`src/rtl/pc_sequencer.sv`:
```
// pc_sequencer: owns the architectural fetch PC and sequences it every cycle.
//
// The PC advances by 4 in RUN, holds on a hazard stall or when the run
// enable is low, and is redirected to the resolved target of a taken branch
// or jump coming from EX. After a redirect the sequencer spends BUBBLES cycles
// in FLUSH with fetch invalid. A halt request parks it in HALT until reset.
// Saturating counters record taken conditional branches and jumps.
//
// Ports:
//   clk, rst_n        clock (rising edge), async active-low reset
//   en                run enable; low in RUN holds PC, fetch invalid
//   stall             hazard stall from decode; holds PC
//   halt              halt request (syscall retire)
//   redir_valid       EX holds a resolved control instruction
//   redir_taken       conditional branch taken
//   redir_is_jump     control instruction is an unconditional jump
//   redir_pc          resolved next PC from the where-to-go unit
//   pc                current fetch PC (registered)
//   pc_4              pc + 4, modulo 2^32
//   fetch_valid       instruction at pc is valid
//   flush             squash IF/ID this cycle (combinational)
//   halted            sequencer is in HALT
//   branch_cnt        taken conditional branches (saturating)
//   jump_cnt          jumps executed (saturating)
module pc_sequencer #(
  parameter logic [31:0] RESET_PC = 32'h0000_0000,
  parameter int unsigned BUBBLES  = 1,
  parameter int unsigned CNT_W    = 32
) (
  input  logic             clk,
  input  logic             rst_n,
  input  logic             en,
  input  logic             stall,
  input  logic             halt,
  input  logic             redir_valid,
  input  logic             redir_taken,
  input  logic             redir_is_jump,
  input  logic [31:0]      redir_pc,
  output logic [31:0]      pc,
  output logic [31:0]      pc_4,
  output logic             fetch_valid,
  output logic             flush,
  output logic             halted,
  output logic [CNT_W-1:0] branch_cnt,
  output logic [CNT_W-1:0] jump_cnt
);

  typedef enum logic [1:0] {
    ST_RUN   = 2'd0,
    ST_FLUSH = 2'd1,
    ST_HALT  = 2'd2
  } state_e;

  // Counter value loaded on entry to FLUSH; FLUSH exits when it has reached 0,
  // which yields exactly BUBBLES invalid fetch cycles.
  localparam logic [2:0] BUB_RELOAD = (BUBBLES > 0) ? 3'(BUBBLES - 1) : 3'd0;

  state_e          state_q;
  logic [31:0]     pc_q;
  logic [2:0]      bub_q;
  logic [CNT_W-1:0] branch_cnt_q;
  logic [CNT_W-1:0] jump_cnt_q;

  logic        redirect;
  logic [31:0] target;
  logic        branch_inc;
  logic        jump_inc;
  logic        unused_pc_lsb;

  assign redirect   = redir_valid & (redir_taken | redir_is_jump) & (state_q != ST_HALT);
  // Instruction addresses are word aligned; misaligned low bits are dropped.
  assign target     = {redir_pc[31:2], 2'b00};
  assign branch_inc = redir_valid & redir_taken & ~redir_is_jump;
  assign jump_inc   = redir_valid & redir_is_jump;
  assign unused_pc_lsb = ^redir_pc[1:0];

  // NOTE: all state below is sequential, so every assignment uses <=; mixing
  // in blocking assignments here would create order-dependent simulation.
  always_ff @(posedge clk or negedge rst_n) begin
    if (!rst_n) begin
      state_q      <= ST_RUN;
      pc_q         <= RESET_PC;
      bub_q        <= 3'd0;
      branch_cnt_q <= '0;
      jump_cnt_q   <= '0;
    end else if (state_q != ST_HALT) begin
      // Statistics also count on the edge that enters HALT.
      if (branch_inc && (branch_cnt_q != '1)) branch_cnt_q <= branch_cnt_q + CNT_W'(1);
      if (jump_inc && (jump_cnt_q != '1))     jump_cnt_q   <= jump_cnt_q + CNT_W'(1);

      if (halt) begin
        state_q <= ST_HALT;
      end else if (redirect) begin
        // A redirect also wins over FLUSH, restarting the bubble window.
        pc_q <= target;
        if (BUBBLES > 0) begin
          state_q <= ST_FLUSH;
          bub_q   <= BUB_RELOAD;
        end else begin
          state_q <= ST_RUN;
        end
      end else if (state_q == ST_FLUSH) begin
        if (bub_q == 3'd0) state_q <= ST_RUN;
        else               bub_q   <= bub_q - 3'd1;
      end else if (en && !stall) begin
        pc_q <= pc_q + 32'd4;
      end
    end
  end

  assign pc          = pc_q;
  assign pc_4        = pc_q + 32'd4;
  assign fetch_valid = (state_q == ST_RUN) & en;
  // Gated by rst_n so a redirect presented during reset never squashes.
  assign flush       = redirect & rst_n;
  assign halted      = (state_q == ST_HALT);
  assign branch_cnt  = branch_cnt_q;
  assign jump_cnt    = jump_cnt_q;

endmodule

```
`config.mk`:
```
export PLATFORM = sky130hd
export DESIGN_NAME = pc_sequencer
export DESIGN_NICKNAME = d
export VERILOG_FILES = /design/src/rtl/pc_sequencer.sv
export SDC_FILE = /design/constraint.sdc
export NUM_CORES = 1
export LEC_CHECK = 0
export ABC_AREA = 1
export CAP_MARGIN = 20
export CORE_MARGIN = 3
export CORE_UTILIZATION = 48
export CTS_BUF_LIST = sky130_fd_sc_hd__clkbuf_16
export DETAILED_ROUTE_END_ITERATION = 8
export PLACE_DENSITY = 0.78
export SLEW_MARGIN = 15
export SYNTH_ARGS = -nofsm -noshare
export SYNTH_HDL_FRONTEND = slang
export SYNTH_SLANG_ARGS = --single-unit
```
`constraint.sdc`:
```
create_clock -name clk -period 5.4 [get_ports clk]
set_clock_uncertainty 0.1 [all_clocks]
set_input_delay 0.81 -clock clk [delete_from_list [all_inputs] [get_ports clk]]
set_output_delay 0.81 -clock clk [all_outputs]
set_load 0.03 [all_outputs]
```
* Yosys cells after proc, flatten, opt, wreduce, memory -nomap -nowiden *
Cells that the tools add are included.

storage, ports and cells
  bits in registers = 101
  latch bits = 0
  memory bits (writable) = 0
  bits in read-only memories = 0
  input port bits = 40
  output and inout port bits = 131
  word-level logic and storage cells = 51
  memories = 0

cells by class
  $add $sub $neg = 4
  multipliers = 0
  div/mod/pow operators = 0
  $lt $le $gt $ge = 0
  eq/ne operators = 7
  shifts and indexed selects = 0
  mux-type cells = 10
  bitwise gates (word level) = 10
  reductions and logical operators = 15

operator list
  cell                   number
  $mux 32                3
  $add 32x1->32 const B  2
  $ne 32x32->1 const B   2
  $add 32x3->32 const B  1
  $mux 3                 3
  $mux 2                 4
  $reduce_and 4->1       2
  $and 1x1->1            7
  $ne 2x2->1 const B     3
  $reduce_bool 3->1      2
  $reduce_and 2->1       2
  $reduce_bool 2->1      2
  $logic_and 1x1->1      3
  $logic_not 3->1        1
  $reduce_and 3->1       1
  $sub 3x1->3 const B    1
  $eq 2x1->1 const B     1
  $eq 2x2->1 const B     1
  $logic_not 2->1        1
  $not 1->1              2
  $logic_not 1->1        1
  $or 1x1->1             1

* Depth between registers and ports, before layout *
Gate-level depths: netlist (run 1).

  depth after elaboration = 5
  gate-level depth with buffers = 11
  mapped depth without buffers = 10

* Worst setup path before layout (run 1) *
Ideal clock, no wire load.

  path type = in2out
  start point = in redir_valid
  end point = out flush
  arrival = 1,792 ps
  data required time = 4,490 ps
  setup slack = 2,698 ps
  stages on the path = 6
  buffers on the path = 2
  cells stage by stage = nand2_1 > nand2_1 > nand2_1 > buf_2 > buf_1 > nor2_1

on the way
  longest elaborated chain between the ends = 3

ends and longest elaborated chain
  element                   line  source
  from (decl)               35    input logic redir_valid,
  $and 1x1->1 (2 in a row)  70    assign redirect = redir_valid & (redir_taken | redir_is_jump) & (state_q != ST_HALT);
  $and 1x1->1               115   assign flush = redirect & rst_n;
  to (decl)                 42    output logic flush,

Every way passes these cells.

* Worst setup path after layout (run 1) *
  start point = reg pc_q[2] (netlist: pc[2])
  end point = out pc_4[26]

on the way
  longest elaborated chain between the ends = 1

ends and longest elaborated chain
  element                 line  source
  from (decl)             59    logic [31:0] pc_q;
  from (signal assigned)  95    pc_q <= target;
  from (signal assigned)  106   pc_q <= pc_q + 32'd4;
  $add 32x3->32           112   assign pc_4 = pc_q + 32'd4;
  to (decl)               40    output logic [31:0] pc_4,

Every way passes these cells.

==> impl_metrics.env, run 1 <==
export IMPL_synth_avg_cell_area_um2=6.24
export IMPL_p_sw_mw=0.780
export IMPL_root_buffer="clkbuf_16"
export IMPL_synth_flop_cell="dfrtp_1"
export IMPL_yosys_top_cells_count="nand2_1, nor2_1, dfrtp_1, inv_1, nand3_1"
export IMPL_nFillCells=1256
export IMPL_clock_sinks=99
export IMPL_yosysTopAreaCellShare=0.363
export IMPL_htreeDepth=3
export IMPL_cts_tree="yes"
export IMPL_antennaDiodeCount=0
export IMPL_worst_pin_slew_ps=919
export IMPL_clkLatencyLatePin_ps=350
export IMPL_ir_worst_vdd_mv=0.149
export IMPL_final_area_um2=8810
export IMPL_pwr_share_comb=0.305
export IMPL_grt_pass1_wl_um=33000
export IMPL_dr_total_vias=7249
export IMPL_p_sw_frac=0.362
export IMPL_cts_buffers=9
export IMPL_rsz0062_at_grt="no"
export IMPL_setup_viol=0
export IMPL_synth_edf_count=0
export IMPL_core_area_um2=13600
export IMPL_crit_fanout=5
export IMPL_grt_total_usage=0.254
export IMPL_die_w_um=125
export IMPL_num_io_pins=171
export IMPL_fin_ws_ps=1780
export IMPL_grt_max_degree=73
export IMPL_yosys_top_cells_area="dfrtp_1, nand2_1, nor2_1"
export IMPL_area_growth_pct=29.2
export IMPL_ys_types=31
export IMPL_p_clk_frac=0.286
export IMPL_syn_area_um2=6820
export IMPL_yosysSeqAreaShare=0.363
export IMPL_worstSetupEndpointType="primary output"
export IMPL_ant_nets=0
export IMPL_postCtsHoldBufs=0
export IMPL_internal_power_mw=1.37
export IMPL_grt_pass1_vias=6632
export IMPL_drv_cap=0
export IMPL_wl_um=19900
export IMPL_die_area_um2=15700
export IMPL_drive_above_1_share=0.0248
export IMPL_critPathRequiredTime_ps=4490
export IMPL_synth_seq_cells=99
export IMPL_postCtsSetupRepairBufs=0
export IMPL_drt_pass1_iterations=5
export IMPL_crit_arrival_ps=2710
export IMPL_wl_per_cell_um=14.0
export IMPL_maxSlewViolCount=0
export IMPL_port_buffers=164
export IMPL_overflow=0
export IMPL_hold_viol=0
export IMPL_finalCritPeriodShare=0.671
export IMPL_pre_cts_ws_ps=1940
export IMPL_yosysMostFrequentCell="nand2_1"
export IMPL_timing_fmax_mhz=276
export IMPL_die_h_um=125
export IMPL_multiInputGateArea_um2=3950
export IMPL_synth_cells=1092
export IMPL_final_nets=1291
export IMPL_placed_cell_area_um2=8530
export IMPL_startpoint_type="flop"
export IMPL_critical_path_class="reg -> out"
export IMPL_finalSetupTns_ps=0
export IMPL_drc=0
export IMPL_first_iter_violations=471
export IMPL_synth_warning_count=0
export IMPL_post_cts_resized=0
export IMPL_fin_crit_ps=3620
export IMPL_gp_congestion=0.953
export IMPL_async_flop_share=1.00
export IMPL_cts_clk_slew_worst_paths_ps=70
export IMPL_relSlewSlack=0.387
export IMPL_seqPwrFrac=0.409
export IMPL_antenna_found_initial=0
export IMPL_status="finished, final reports clean"
export IMPL_hold_class="in -> async"
export IMPL_p_per_area_nw_per_um2=245
export IMPL_hpwl_um=15100
export IMPL_initial_utilization=0.503
export IMPL_leakage_nw=4.03
export IMPL_rows=42
export IMPL_seqCellArea_um2=2480
export IMPL_via_per_inst=5.08
export IMPL_yosys_area_top_type="dfrtp_1"
export IMPL_cts_max_path_buffers=2
==> critical path, stage by stage (launching register included) <==
cell and delay (ps):
dfrtp_1 440, ha_1 240, nand2_1 70, nor2_1 210, nand2_1 180, nor2_1 310
nand3_1 150, nand2_1 100, clkdlybuf4s50_1 670
==> worst paths after layout <==
path | start | to | slack (ps) | cells after the start
hold / removal | rst_n | branch_cnt[3] | 280 | 1
max in group asynchronous | rst_n | jump_cnt[20] | 3660 | 2
min in group clk | pc[31] | pc[31] | 440 | 2
setup reg to reg | branch_cnt[0] | branch_cnt[24] | 2540 | 10
setup / recovery | pc[2] | pc_4[26] | 1780 | 8
hold reg to reg | pc[31] | pc[31] | 440 | 2
==> placed cells by master, fill, tap and decap left out, types with 2 or more instances in the layout <==
cell / synthesis / routed
a21oi_1: 24 / 24
a31oi_1: 2 / 2
and2_1: 6 / 6
buf_4: 7 / 4
clkbuf_16: 0 / 9
clkdlybuf4s50_1: 0 / 163
clkinv_1: 1 / 2
clkinv_2: 0 / 2
conb_1: 1 / 4
dfrtp_1: 99 / 99
ha_1: 5 / 5
inv_1: 55 / 55
inv_2: 3 / 3
inv_6: 0 / 2
nand2_1: 534 / 534
nand2_2: 3 / 3
nand3_1: 36 / 36
nand3b_1: 29 / 29
nand4_1: 4 / 4
nor2_1: 188 / 188
nor2_2: 3 / 3
nor3_1: 2 / 2
o21ai_0: 20 / 20
o21ai_1: 3 / 3
o22ai_1: 4 / 4
xnor2_1: 20 / 20
xor2_1: 19 / 19
==> logic make-up after synthesis <==
logic type | count (synthesis) | share of synthesized area
flops | 99 | 0.363
xor+xnor | 39 | 0.0501
fa+ha+maj | 5 | 0.00918
compound gates | 54 | 0.0411
simple gates | 808 | 0.477
other cells | 1 | 0.000550
buf+inv | 86 | 0.0589
==> power groups by stage <==
stage / logic [mW] / registers (mW) / clock network [mW]
finish: 0.657 / 0.881 / 0.616
global route: 0.705 / 0.892 / 0.662
CTS: 0.660 / 0.879 / 0.632
detailed placement: 0.658 / 0.893 / 0
global placement: 0.648 / 0.890 / 0
floorplan: 0.280 / 0.969 / 0
==> routing by layer <==
layer / vias up / share of wire / routed length (µm) / GRT usage
li1: 3689 / - / - / -
met1: 3260 / 0.46 / 9120 / 0.359
met2: 265 / 0.45 / 9010 / 0.401
met3: 35 / 0.068 / 1350 / 0.0362
met4: 0 / 0.023 / 461 / 0.0918
met5: - / 0 / 0 / 0
==> final cells by class <==
cell class              instances  area share
flip-flops and latches         99       0.281
multi-input cells             910       0.449
clock inverters                 7     0.00582
repair buffers                167       0.189
clock buffers                   9      0.0256
well taps                     176      0.0250
inverters                      59      0.0251
==> state kept, by name, summed over array words and instances (netlist names) <==
name	flops
branch_cnt	32
jump_cnt	32
pc	30
bub_q	3
state_q	2
==> metrics by stage <==
step                utilization  hold WS, ps  total power [mW]  cells
floorplan                     -          414              1.25   1095
global route              0.650          293              2.26   1427
CTS                       0.650          285              2.17   1427
global placement          0.629          423              1.54   1411
detailed placement        0.629          420              1.55   1411
finish                    0.650          283              2.15   1427
No activity file was read; power rests on OpenSTA's default activity.
==> run 2: changes to the inputs <==
==> constraint.sdc (replaced) <==
create_clock -name clk -period 3.41 [get_ports clk]
set_clock_uncertainty 0.1 [all_clocks]
set_input_delay 0.5115 -clock clk [delete_from_list [all_inputs] [get_ports clk]]
set_output_delay 0.5115 -clock clk [all_outputs]
set_load 0.03 [all_outputs]
==> run 2 against run 1 <==
Net effect:
- combinational power grew 60%
- wire length grew 1.5%
- register-to-register slack lost 1600 ps
- first-iteration DRC count grew 70%
- die area is the same
- worst hold slack lost 280 ps
- power grew 63%
- via count grew 1.1%
- sequential share of layout area shrank 0.14 points
- critical path depth is the same
- global-route usage grew 0.32 points
- clock-buffer cell count is the same
- critical path type unchanged
==> impl_metrics.env, run 2 (synthesis gave the netlist of run 1 again) <==
export IMPL_pwr_share_comb=0.300
export IMPL_postCtsSetupRepairBufs=0
export IMPL_fin_hold_ws_ps=1.30
export IMPL_crit_arrival_ps=2640
export IMPL_grt_max_degree=68
export IMPL_top_usage_layer="met2"
export IMPL_internal_power_mw=2.25
export IMPL_leakage_nw=4.05
export IMPL_maxSlewViolCount=0
export IMPL_port_buffers=164
export IMPL_p_clk_frac=0.305
export IMPL_final_nets=1293
export IMPL_startpoint_type="flop"
export IMPL_grt_pass1_wl_um=33700
export IMPL_finalNonFillerCells=1429
export IMPL_multiInputGateArea_um2=3960
export IMPL_r2r_end="jump_cnt[21]"
export IMPL_grt_total_usage=0.257
export IMPL_root_buffer="clkbuf_16"
export IMPL_cts_tree="yes"
export IMPL_worstSetupEndpointType="primary output"
export IMPL_p_per_area_nw_per_um2=396
export IMPL_p_sw_frac=0.358
export IMPL_path_common_cell="nand2_1"
export IMPL_hpwl_um=15100
export IMPL_crit_start="pc[2]"
export IMPL_antennaDiodeCount=0
export IMPL_clkLatencyLatePin_ps=350
export IMPL_antenna_found_initial=0
export IMPL_grt_pass1_vias=6689
export IMPL_cts_buffers=9
export IMPL_seqPwrFrac=0.395
export IMPL_dp_cells=1413
export IMPL_drc=0
export IMPL_relSlewSlack=0.424
export IMPL_drv_cap=0
export IMPL_worst_pin_slew_ps=864
export IMPL_overflow=0
export IMPL_rrSetupSlack_ps=910
export IMPL_r2r_worst_path_cells=10
export IMPL_hold_viol=0
export IMPL_globalRouteMet3Util=0.0350
export IMPL_p_sw_mw=1.25
export IMPL_final_cell_mix="nand2_1, nor2_1, clkdlybuf4s50_1"
export IMPL_ant_nets=0
export IMPL_hold_class="in -> async"
export IMPL_fin_crit_ps=3250
export IMPL_finalSetupTns_ps=0
export IMPL_cp_slowest_stage_delay_ps=710
export IMPL_num_io_pins=171
export IMPL_nFillCells=1260
export IMPL_critical_path_top_delay_family="simple AND/OR/NAND/NOR gates"
export IMPL_rsz0062_at_grt="no"
export IMPL_via_per_inst=5.13
export IMPL_cts_clk_slew_worst_paths_ps=80
export IMPL_timing_fmax_mhz=307
export IMPL_die_w_um=125
export IMPL_dr_total_vias=7327
export IMPL_initial_utilization=0.503
export IMPL_htreeDepth=3
export IMPL_postCtsHoldBufs=0
export IMPL_cp_depth=8
export IMPL_area_growth_pct=29.8
export IMPL_drive_above_1_share=0.0303
export IMPL_crit_fanout=5
export IMPL_cts_max_path_buffers=2
export IMPL_seqCellArea_um2=2480
export IMPL_final_common_cell="nand2_1"
export IMPL_critical_path_class="reg -> out"
export IMPL_clock_sinks=99
export IMPL_r2r_start="jump_cnt[0]"
export IMPL_gp_congestion=0.965
export IMPL_slowest_stage="clkdlybuf4s50_1"
export IMPL_setup_viol=0
export IMPL_crit_chain="ha_1 -> nand2_1 -> nor2_1 -> nand2_1 -> nor2_1 -> nand3_1 -> nand2_1 -> clkdlybuf4s50_1"
export IMPL_ir_worst_vdd_mv=0.278
export IMPL_finalCritPeriodShare=0.954
export IMPL_critPathRequiredTime_ps=2800
export IMPL_path_buf_inv=1
export IMPL_first_iter_violations=802
export IMPL_final_util=0.653
export IMPL_core_area_um2=13600
export IMPL_grtUsageMet2=0.407
export IMPL_wl_um=20200
export IMPL_drt_pass1_iterations=6
export IMPL_wl_per_cell_um=14.2
export IMPL_rows=42
export IMPL_grtUsageMet1=0.372
export IMPL_die_area_um2=15700
export IMPL_endpoint="pc_4[28]"
export IMPL_die_h_um=125
export IMPL_status="finished, final reports clean"
==> run 2: metal layers <==
metal | part of all wire | wire length (µm)
met4 | 0.018 | 363
met3 | 0.067 | 1360
met5 | 0 | 0
met2 | 0.46 | 9210
met1 | 0.46 | 9290
==> run 2: power groups by stage <==
| stage | Combinational (mW) | Clock (mW) | Sequential (mW) |
|---|---|---|---|
| final | 1.05 | 1.07 | 1.38 |
| after global routing | 1.13 | 1.13 | 1.41 |
| after CTS | 1.05 | 1.09 | 1.38 |
| after detailed placement | 1.05 | 0 | 1.40 |
| after global placement | 1.04 | 0 | 1.40 |
| after floorplan | 0.444 | 0 | 1.53 |
==> run 2: layout make-up <==
class	count	share of cell area
repair buffers	169	0.189
inverters	59	0.0250
clock inverters	7	0.00834
clock buffers	9	0.0254
multi-input cells	910	0.447
well taps	176	0.0249
flip-flops and latches	99	0.280
==> run 2: how the worst min path moves through the flow <==
| stage | to | cells after the start |
|---|---|---|
| 2_1_floorplan | branch_cnt[0] | 0 |
| 3_3_place_gp | branch_cnt[17] | 1 |
| 3_5_place_dp | branch_cnt[17] | 1 |
| 4_1_cts | branch_cnt[17] | 1 |
| 5_1_grt | branch_cnt[7] | 1 |
| 6_report | branch_cnt[1] | 1 |
==> run 2: repair_timing <==
| item | in CTS | in global routing |
|---|---|---|
| hold endpoints to repair | 0 | 0 |
| setup endpoints to repair | 0 | 6 |
| resized for setup | 0 | 3 |
==> run 2: worst reg2reg max path, stage by stage (launching register included) <==
cell and delay, ps:
dfrtp_1 460, ha_1 300, nand3_2 180, nor2_4 210
nand2_2 100, nor2_1 110, nand2_1 90, nand2_4 310
inv_2 340, nand2_1 150, nand2_1 50
==> run 2: per-stage QoR <==
step	setup WS, ps	instance area (µm²)	power, mW
after floorplan	1060	6830	1.98
after global placement	569	8540	2.44
after detailed placement	520	8540	2.46
after CTS	131	8840	3.52
after global routing	6.50	8850	3.67
final	155	8850	3.50
==> run 3: changes to the inputs <==
--- a/config.mk
+++ b/config.mk
@@ -12,6 +12,7 @@
 export CTS_BUF_LIST = sky130_fd_sc_hd__clkbuf_16
 export DETAILED_ROUTE_END_ITERATION = 8
 export PLACE_DENSITY = 0.78
+export SKIP_LAST_GASP = 1
 export SLEW_MARGIN = 15
 export SYNTH_ARGS = -nofsm -noshare
 export SYNTH_HDL_FRONTEND = slang
==> results of run 3 <==
The final DEF is identical to that of run 2; final timing and power are the same.
